[src/rtl/fd_pkg.sv]
// Shared constants and helpers for the multi-channel frequency divider.
// Latency: n/a (package only).
// Backpressure: n/a.
package fd_pkg;

    // Default half-period counter width.
    localparam int FD_DIV_W    = 25;
    // 10 kHz output from a 50 MHz clock.
    localparam int FD_DEF_HALF = 2500;
    // Width of the channel index on the write port.
    localparam int FD_CH_W     = 4;

    // Half-period in clk cycles for a wanted output frequency, never below 1.
    function automatic int half_count(input int clk_hz, input int out_hz);
        int r;
        r = clk_hz / (2 * out_hz);
        return (r == 0) ? 1 : r;
    endfunction

endpackage

[src/rtl/fd_chan.sv]
// One divider channel: half-period counter, active/shadow half-period, 50% clock and tick.
// Latency: clk_out/tick registered; first rising edge H cycles after enable or sync.
// Backpressure: none; a pending shadow commits only at a wrap, on sync, or while disabled.
// Optional FD_TICK_BOTH_EDGES_EN adds a falling-edge strobe.
module fd_chan
    import fd_pkg::*;
#(
    parameter int DIV_W    = FD_DIV_W,
    parameter int DEF_HALF = FD_DEF_HALF
) (
    input  logic             clk,
    input  logic             rst,
    input  logic             en,
    input  logic             wr,
    input  logic [DIV_W-1:0] wr_val,
    input  logic             sync,
    output logic             clk_out,
`ifdef FD_TICK_BOTH_EDGES_EN
    output logic             tick_fall,
`endif
    output logic             tick
);

    localparam logic [DIV_W-1:0] ONE   = DIV_W'(1);
    localparam logic [DIV_W-1:0] DEF_H = DIV_W'(DEF_HALF);

    logic [DIV_W-1:0] cnt;
    logic [DIV_W-1:0] h;
    logic [DIV_W-1:0] s;
    logic             pending;
    logic             wrap;
    logic             commit;

    // A wrap ends a half-period; committing only there keeps every half-period whole.
    assign wrap   = en && !sync && (cnt == h - ONE);
    assign commit = sync || !en || wrap;

    // Counter, output toggle, edge strobes and shadow/active half-period handling.
    always_ff @(posedge clk or negedge rst) begin
        if (!rst) begin
            cnt       <= '0;
            h         <= DEF_H;
            s         <= DEF_H;
            pending   <= 1'b0;
            clk_out   <= 1'b0;
            tick      <= 1'b0;
`ifdef FD_TICK_BOTH_EDGES_EN
            tick_fall <= 1'b0;
`endif
        end else begin
            tick      <= 1'b0;
`ifdef FD_TICK_BOTH_EDGES_EN
            tick_fall <= 1'b0;
`endif
            if (sync || !en) begin
                cnt     <= '0;
                clk_out <= 1'b0;
            end else if (wrap) begin
                cnt       <= '0;
                clk_out   <= ~clk_out;
                tick      <= ~clk_out;
`ifdef FD_TICK_BOTH_EDGES_EN
                tick_fall <= clk_out;
`endif
            end else begin
                cnt <= cnt + ONE;
            end

            if (commit && pending) begin
                h <= s;
            end

            // A write coinciding with sync becomes active immediately.
            if (wr) begin
                s <= wr_val;
                if (sync) begin
                    h       <= wr_val;
                    pending <= 1'b0;
                end else begin
                    pending <= 1'b1;
                end
            end else if (commit) begin
                pending <= 1'b0;
            end
        end
    end

endmodule

[src/rtl/fd_multi_tick.sv]
// Multi-channel programmable divider: write decode, cfg_err, and NUM_CH fd_chan instances.
// Latency: cfg_err one cycle after a rejected load; outputs registered per channel.
// Backpressure: none; rejected writes (zero value or out-of-range channel) only pulse cfg_err.
// Optional FD_TICK_BOTH_EDGES_EN adds the tick_fall output.
module fd_multi_tick
    import fd_pkg::*;
#(
    parameter int CLK_HZ   = 50_000_000,
    parameter int NUM_CH   = 4,
    parameter int DIV_W    = FD_DIV_W,
    parameter int DEF_HALF = half_count(CLK_HZ, 10_000)
) (
    input  logic               clk,
    input  logic               rst,
    input  logic [NUM_CH-1:0]  en,
    input  logic               load,
    input  logic [FD_CH_W-1:0] load_ch,
    input  logic [DIV_W-1:0]   load_val,
    input  logic               sync,
    output logic [NUM_CH-1:0]  clk_out,
`ifdef FD_TICK_BOTH_EDGES_EN
    output logic [NUM_CH-1:0]  tick_fall,
`endif
    output logic [NUM_CH-1:0]  tick,
    output logic               cfg_err
);

    // One extra bit so NUM_CH = 16 is representable.
    localparam logic [FD_CH_W:0] NUM_CH_L = (FD_CH_W + 1)'(NUM_CH);

    logic wr_ok;

    assign wr_ok = load && (load_val != '0) && ({1'b0, load_ch} < NUM_CH_L);

    // Flag rejected writes with a single registered pulse.
    always_ff @(posedge clk or negedge rst) begin
        if (!rst) begin
            cfg_err <= 1'b0;
        end else begin
            cfg_err <= load && !wr_ok;
        end
    end

    for (genvar i = 0; i < NUM_CH; i++) begin : g_chan
        fd_chan #(
            .DIV_W    (DIV_W),
            .DEF_HALF (DEF_HALF)
        ) u_chan (
            .clk       (clk),
            .rst       (rst),
            .en        (en[i]),
            .wr        (wr_ok && (load_ch == FD_CH_W'(i))),
            .wr_val    (load_val),
            .sync      (sync),
            .clk_out   (clk_out[i]),
`ifdef FD_TICK_BOTH_EDGES_EN
            .tick_fall (tick_fall[i]),
`endif
            .tick      (tick[i])
        );
    end

endmodule
[config.mk]
export PLATFORM = sky130hd
export DESIGN_NAME = fd_multi_tick
export DESIGN_NICKNAME = d
export VERILOG_FILES = /design/src/rtl/fd_pkg.sv /design/src/rtl/fd_chan.sv /design/src/rtl/fd_multi_tick.sv
export SDC_FILE = /design/constraint.sdc
export NUM_CORES = 1
export LEC_CHECK = 0
export ABC_AREA = 1
export BUFFER_PORTS_ARGS = -buffer_cell sky130_fd_sc_hd__buf_2
export CORE_MARGIN = 2
export CORE_UTILIZATION = 45
export DETAILED_ROUTE_END_ITERATION = 16
export PLACE_DENSITY = 0.72
export SYNTH_ARGS = -nofsm -noshare
export SYNTH_HDL_FRONTEND = slang
export SYNTH_HIERARCHICAL = 1
export SYNTH_SLANG_ARGS = --single-unit
[constraint.sdc]
create_clock -name clk -period 2.05 [get_ports clk]
set_input_delay 0.5125 -clock clk [delete_from_list [all_inputs] [get_ports clk]]
set_output_delay 0.5125 -clock clk [all_outputs]
set_load 0.01 [all_outputs]
==> results.txt <==
Register bit total from synthesis: 313. HPWL after detailed placement: 39,000 um. Leaving out fill and tap cells, the most frequent cells in the layout are sky130_fd_sc_hd__nand2_1 (705), sky130_fd_sc_hd__buf_4 (313), sky130_fd_sc_hd__inv_1 (286). Once layout is complete, the utilization of the core stands at 60.8%. 46 I/O pins were placed. The share of synthesized area occupied by flip-flops and latches was 41.6%; the worst reg-to-reg path cell count was 16. The worst setup path is of the flop to flop kind. Primary flip-flop cell chosen by synthesis mapping: sky130_fd_sc_hd__dfrtp_1. The final reports fail on setup timing. The number of hold violations in the final report was 0; the minimum clock period was 2.43 ns. The number of different library cells used by synthesis comes to 41. The library cell used most frequently in the layout, excluding fill and tap cells, is sky130_fd_sc_hd__nand2_1. Based on the critical path, the design can be clocked at up to 411 MHz.

Routed via count divided by cell count: 5.26. Across all hold checks on the routed design, the worst slack comes to 0.221 ns. The run gives -0.38 ns as the setup slack of the worst register-to-register path.

The post-synth net total was 2,651. For the cell area after synthesis, the log shows 19,000 um2. By area, the combinational part of the netlist is dominated by simple AND/OR/NAND/NOR gates. The fraction of synthesized cell area in xor and xnor cells is 6.70%, and the area fraction in compound gates after synthesis is 8.79%. The initial antenna violation count is 2.

For this run, the number of Yosys warnings is 6. After detailed routing, the average wire length per cell comes to 16.2 um. Routability-driven placement finished with a final weighted congestion of 0.913. Of the total synthesized cell area, the portion taken by full adders, half adders and majority gates is 0.528%. The endpoint arrival time on the critical path is 2.87 ns, and the final total negative setup slack is -56.25 ns.

Of the cells placed in the final design, the portion with a size suffix greater than 1 is 29.3%. The tools report the flip-flop and latch area as 7890 um2. Kind of cell adding the most delay to the critical path: simple AND/OR/NAND/NOR gates.

The run gives 41,800 um2 as the standard cell core area. Number of global-route vias before repair: 18,300. The first detailed-routing pass took 5 iterations. The total congestion overflow is 0, and the clock insertion delay at the later pin of the skew report is 0.56 ns. The die covers 43,800 um2. The count of unresolved DRC violations after routing was 0; the floorplan die width was 209 um. The flow ran to the end, but the final reports show violations.

After synthesis, the share of flip-flops with an asynchronous set or reset is 100%. TritonCTS built the clock tree. The clock tree skew after final layout was 0.0123 ns; the number of diodes added for antenna fixing was 0. The worst slack after detailed placement was -0.383 ns. The run gives 0 as the number of slew-limit violations in the final report. The worst hold path terminates at cfg_err$_DFF_PN0_. The top layer reached by signal wires is met5. The number of clock buffers added by TritonCTS is 37. The origin of the worst min-delay path is load.

The tools report the setup slack after layout as -0.384 ns. The clock edge transition at the registers on the reported setup and hold paths is 0.06 ns, and the starting DRC count in detailed routing is 1,234. The largest voltage drop on the vdd net is 778 uV, and the cell depth of the worst hold path is 3.

Detailed routing placed a total of 3250 um of wire on met3. Setup repair after global routing could not meet its margin everywhere. Across the run, the number of max-cap violations was 0. STA classifies the critical path startpoint as a flop.

STA classifies the critical path endpoint as a flop. The via count was 18,700. The endpoint identified for the worst register-to-register timing path is g_chan[3].u_chan/h[19]$_DFF_PN0_.

After detailed routing, the met2 layer carries 27,400 um of wire. The worst-path maximum fanout is 6. Average instance area after synthesis: 7.28 um2. Worst-margin pin slew: 0.769 ns. The signed area change from the synthesized netlist to the final layout was 33.8%.

Simple-gate share of the synthesized area: 33.2%. For this block, the routed nets add up to 57,500 um of wire. Entering global routing, the biggest net connects 54 pins.

The first global-routing pass estimated 93,000 um of wire. Walking the worst path, the cells encountered are inv_2 -> ha_4 -> nand3_4 -> nor2_4 -> buf_12 -> buf_4 -> xor2_1 -> nand4_1 -> nor2_2 -> nand3_2 -> nand2_4 -> buf_12 -> buf_8 -> nand3_2 -> nand2_1 -> o21ai_1. Number of synthesized flops with an enable pin: 0. The number of H-tree levels was 2; the number of rows in the core area was 75. Among all stages on the critical path, the largest delay is contributed by sky130_fd_sc_hd__dfrtp_1.

The overall die height was 209 um; the number of antenna-violating nets in the routed design was 0. For the starting density of the core, the log shows 45.4%. The master cell of the clock root buffer was sky130_fd_sc_hd__clkbuf_16.

For the total area of multi-input combinational cells, the log shows 10,600 um2. Measured against the total synthesized area, the mux share comes to 0%. The normalized max-slew margin was 48.7%. The stage delay of the slowest cell on the critical path came out at 0.38 ns. The met1 wire length is 24,600 um.

The run gives 3 as the maximum buffer depth of the clock tree. Final clock period utilization by the worst path: 119%. The total chip power was 22.8 mW; the final-stage net count was 3,023. In this run the static leakage power is 12.0 nW. The count of fill cells added during filler insertion is 3,497, and the count of buffers inserted at the top-level ports is 45. The TritonCTS sink count came out at 313.

The startpoint identified for the worst register-to-register timing path is g_chan[3].u_chan/h[0]$_DFF_PN0_. The cell count after synthesis came out at 2,606. In this run the worst hold path is classified as primary input to flop. Dividing total power by cell area gives a power density of 898 nW/um2. STA puts the critical path data required time at 2.49 ns.

The sum of buffers and inverters on the critical path works out to 5. Global routing used 26.2% of the available tracks across all layers. The total setup violations reported at the end of the flow came out at 212.
logic make-up after synthesis:
logic type               after synthesis
adder cells (fa/ha/maj)                8
AND/OR/NAND/NOR                     1422
flip-flops                           313
XOR/XNOR                             142
AO/OA/AOI/OAI                        319
buffers and inverters                402
cells in the mapped netlist (5+ instances only):
library cell,number,area (um2)
sky130_fd_sc_hd__o21ai_1,74,370
sky130_fd_sc_hd__nand3_1,183,916
sky130_fd_sc_hd__nor3_1,22,110
sky130_fd_sc_hd__clkbuf_1,50,188
sky130_fd_sc_hd__inv_1,290,1090
sky130_fd_sc_hd__nand3b_1,22,165
sky130_fd_sc_hd__xor2_1,72,631
sky130_fd_sc_hd__dfstp_2,40,1050
sky130_fd_sc_hd__nor2_4,8,90.1
sky130_fd_sc_hd__inv_2,16,60.1
sky130_fd_sc_hd__xnor2_1,68,596
sky130_fd_sc_hd__nor2_2,25,156
sky130_fd_sc_hd__a21oi_1,98,490
sky130_fd_sc_hd__dfrtp_1,273,6830
sky130_fd_sc_hd__o21ai_0,124,621
sky130_fd_sc_hd__buf_2,8,40.0
sky130_fd_sc_hd__or2_2,8,50.1
sky130_fd_sc_hd__ha_1,8,100
sky130_fd_sc_hd__nor3_2,5,50.1
sky130_fd_sc_hd__buf_4,10,75.1
sky130_fd_sc_hd__nand2_1,745,2800
sky130_fd_sc_hd__nand2_2,9,56.3
sky130_fd_sc_hd__buf_6,18,203
sky130_fd_sc_hd__buf_8,6,90.1
sky130_fd_sc_hd__nand4_1,52,325
sky130_fd_sc_hd__nand3_2,37,370
sky130_fd_sc_hd__nor2_1,294,1100
sky130_fd_sc_hd__o21a_1,6,45.0
layer usage:
metal	vias to the layer above	track usage, %
met5	-	0
met4	4	10.2
met3	157	3.80
met2	536	43.9
met1	8925	34.5
li1	9028	-
sequential cells by signal, indices dropped and copies added (netlist names):
signal                 flops
cfg_err                    1
g_chan.u_chan/clk_out      4
g_chan.u_chan/cnt        100
g_chan.u_chan/h          100
g_chan.u_chan/pending      4
g_chan.u_chan/s          100
g_chan.u_chan/tick         4
worst max-delay path by stage:
| stage | from | endpoint | slack, ns | cells after the start |
|---|---|---|---|---|
| final | g_chan[3].u_chan/h[0]$_DFF_PN0_ | g_chan[3].u_chan/h[19]$_DFF_PN0_ | -0.38 | 16 |
| after global routing | g_chan[3].u_chan/h[0]$_DFF_PN0_ | g_chan[3].u_chan/h[19]$_DFF_PN0_ | -0.53 | 16 |
| after CTS | g_chan[1].u_chan/h[1]$_DFF_PN0_ | g_chan[1].u_chan/h[9]$_DFF_PN0_ | -0.32 | 17 |
| after detailed placement | g_chan[2].u_chan/h[0]$_DFF_PN0_ | g_chan[2].u_chan/h[12]$_DFF_PN0_ | -0.38 | 17 |
| after global placement | g_chan[2].u_chan/h[0]$_DFF_PN0_ | g_chan[2].u_chan/h[21]$_DFF_PN0_ | -0.36 | 17 |
| after floorplan | g_chan[2].u_chan/h[0]$_DFF_PN0_ | g_chan[2].u_chan/h[23]$_DFF_PN0_ | 0.0006 | 17 |
timing repair:
item	CTS	global route
resized for setup	151	203
setup buffers	30	15
hold endpoints to repair	35	0
cloned	13	3
setup endpoints to repair	212	212
pin swaps	60	89
hold buffers	1	0
cell type report:
cell class	instances	share of cell area, %
Clock buffer	53	4.29
Clock inverter	15	0.878
Inverter	306	4.66
Multi-Input combinational cell	1895	41.6
Sequential cell	313	31.1
Tap cell	539	2.66
Timing Repair Buffer	424	14.8
Timing Repair inverter	1	0.0444
where the power goes:
| group | internal (mW) | switching [mW] |
|---|---|---|
| registers | 7.49 | 0.950 |
| logic | 3.38 | 3.86 |
| clock network | 4.35 | 2.77 |
| total | 15.2 | 7.58 |
through the flow:
step	instances	instance area, um2
floorplan	2606	19100
global placement	3427	22200
detailed placement	3427	22200
CTS	3538	24600
global route	3546	25400
finish	3546	25400
tightest hold or removal path, delay by kind of cell:
kind	cells	cell delay [ns]
compound gates	1	0.09
buf+inv	2	0.12
Power figures use the tool's default switching activity.
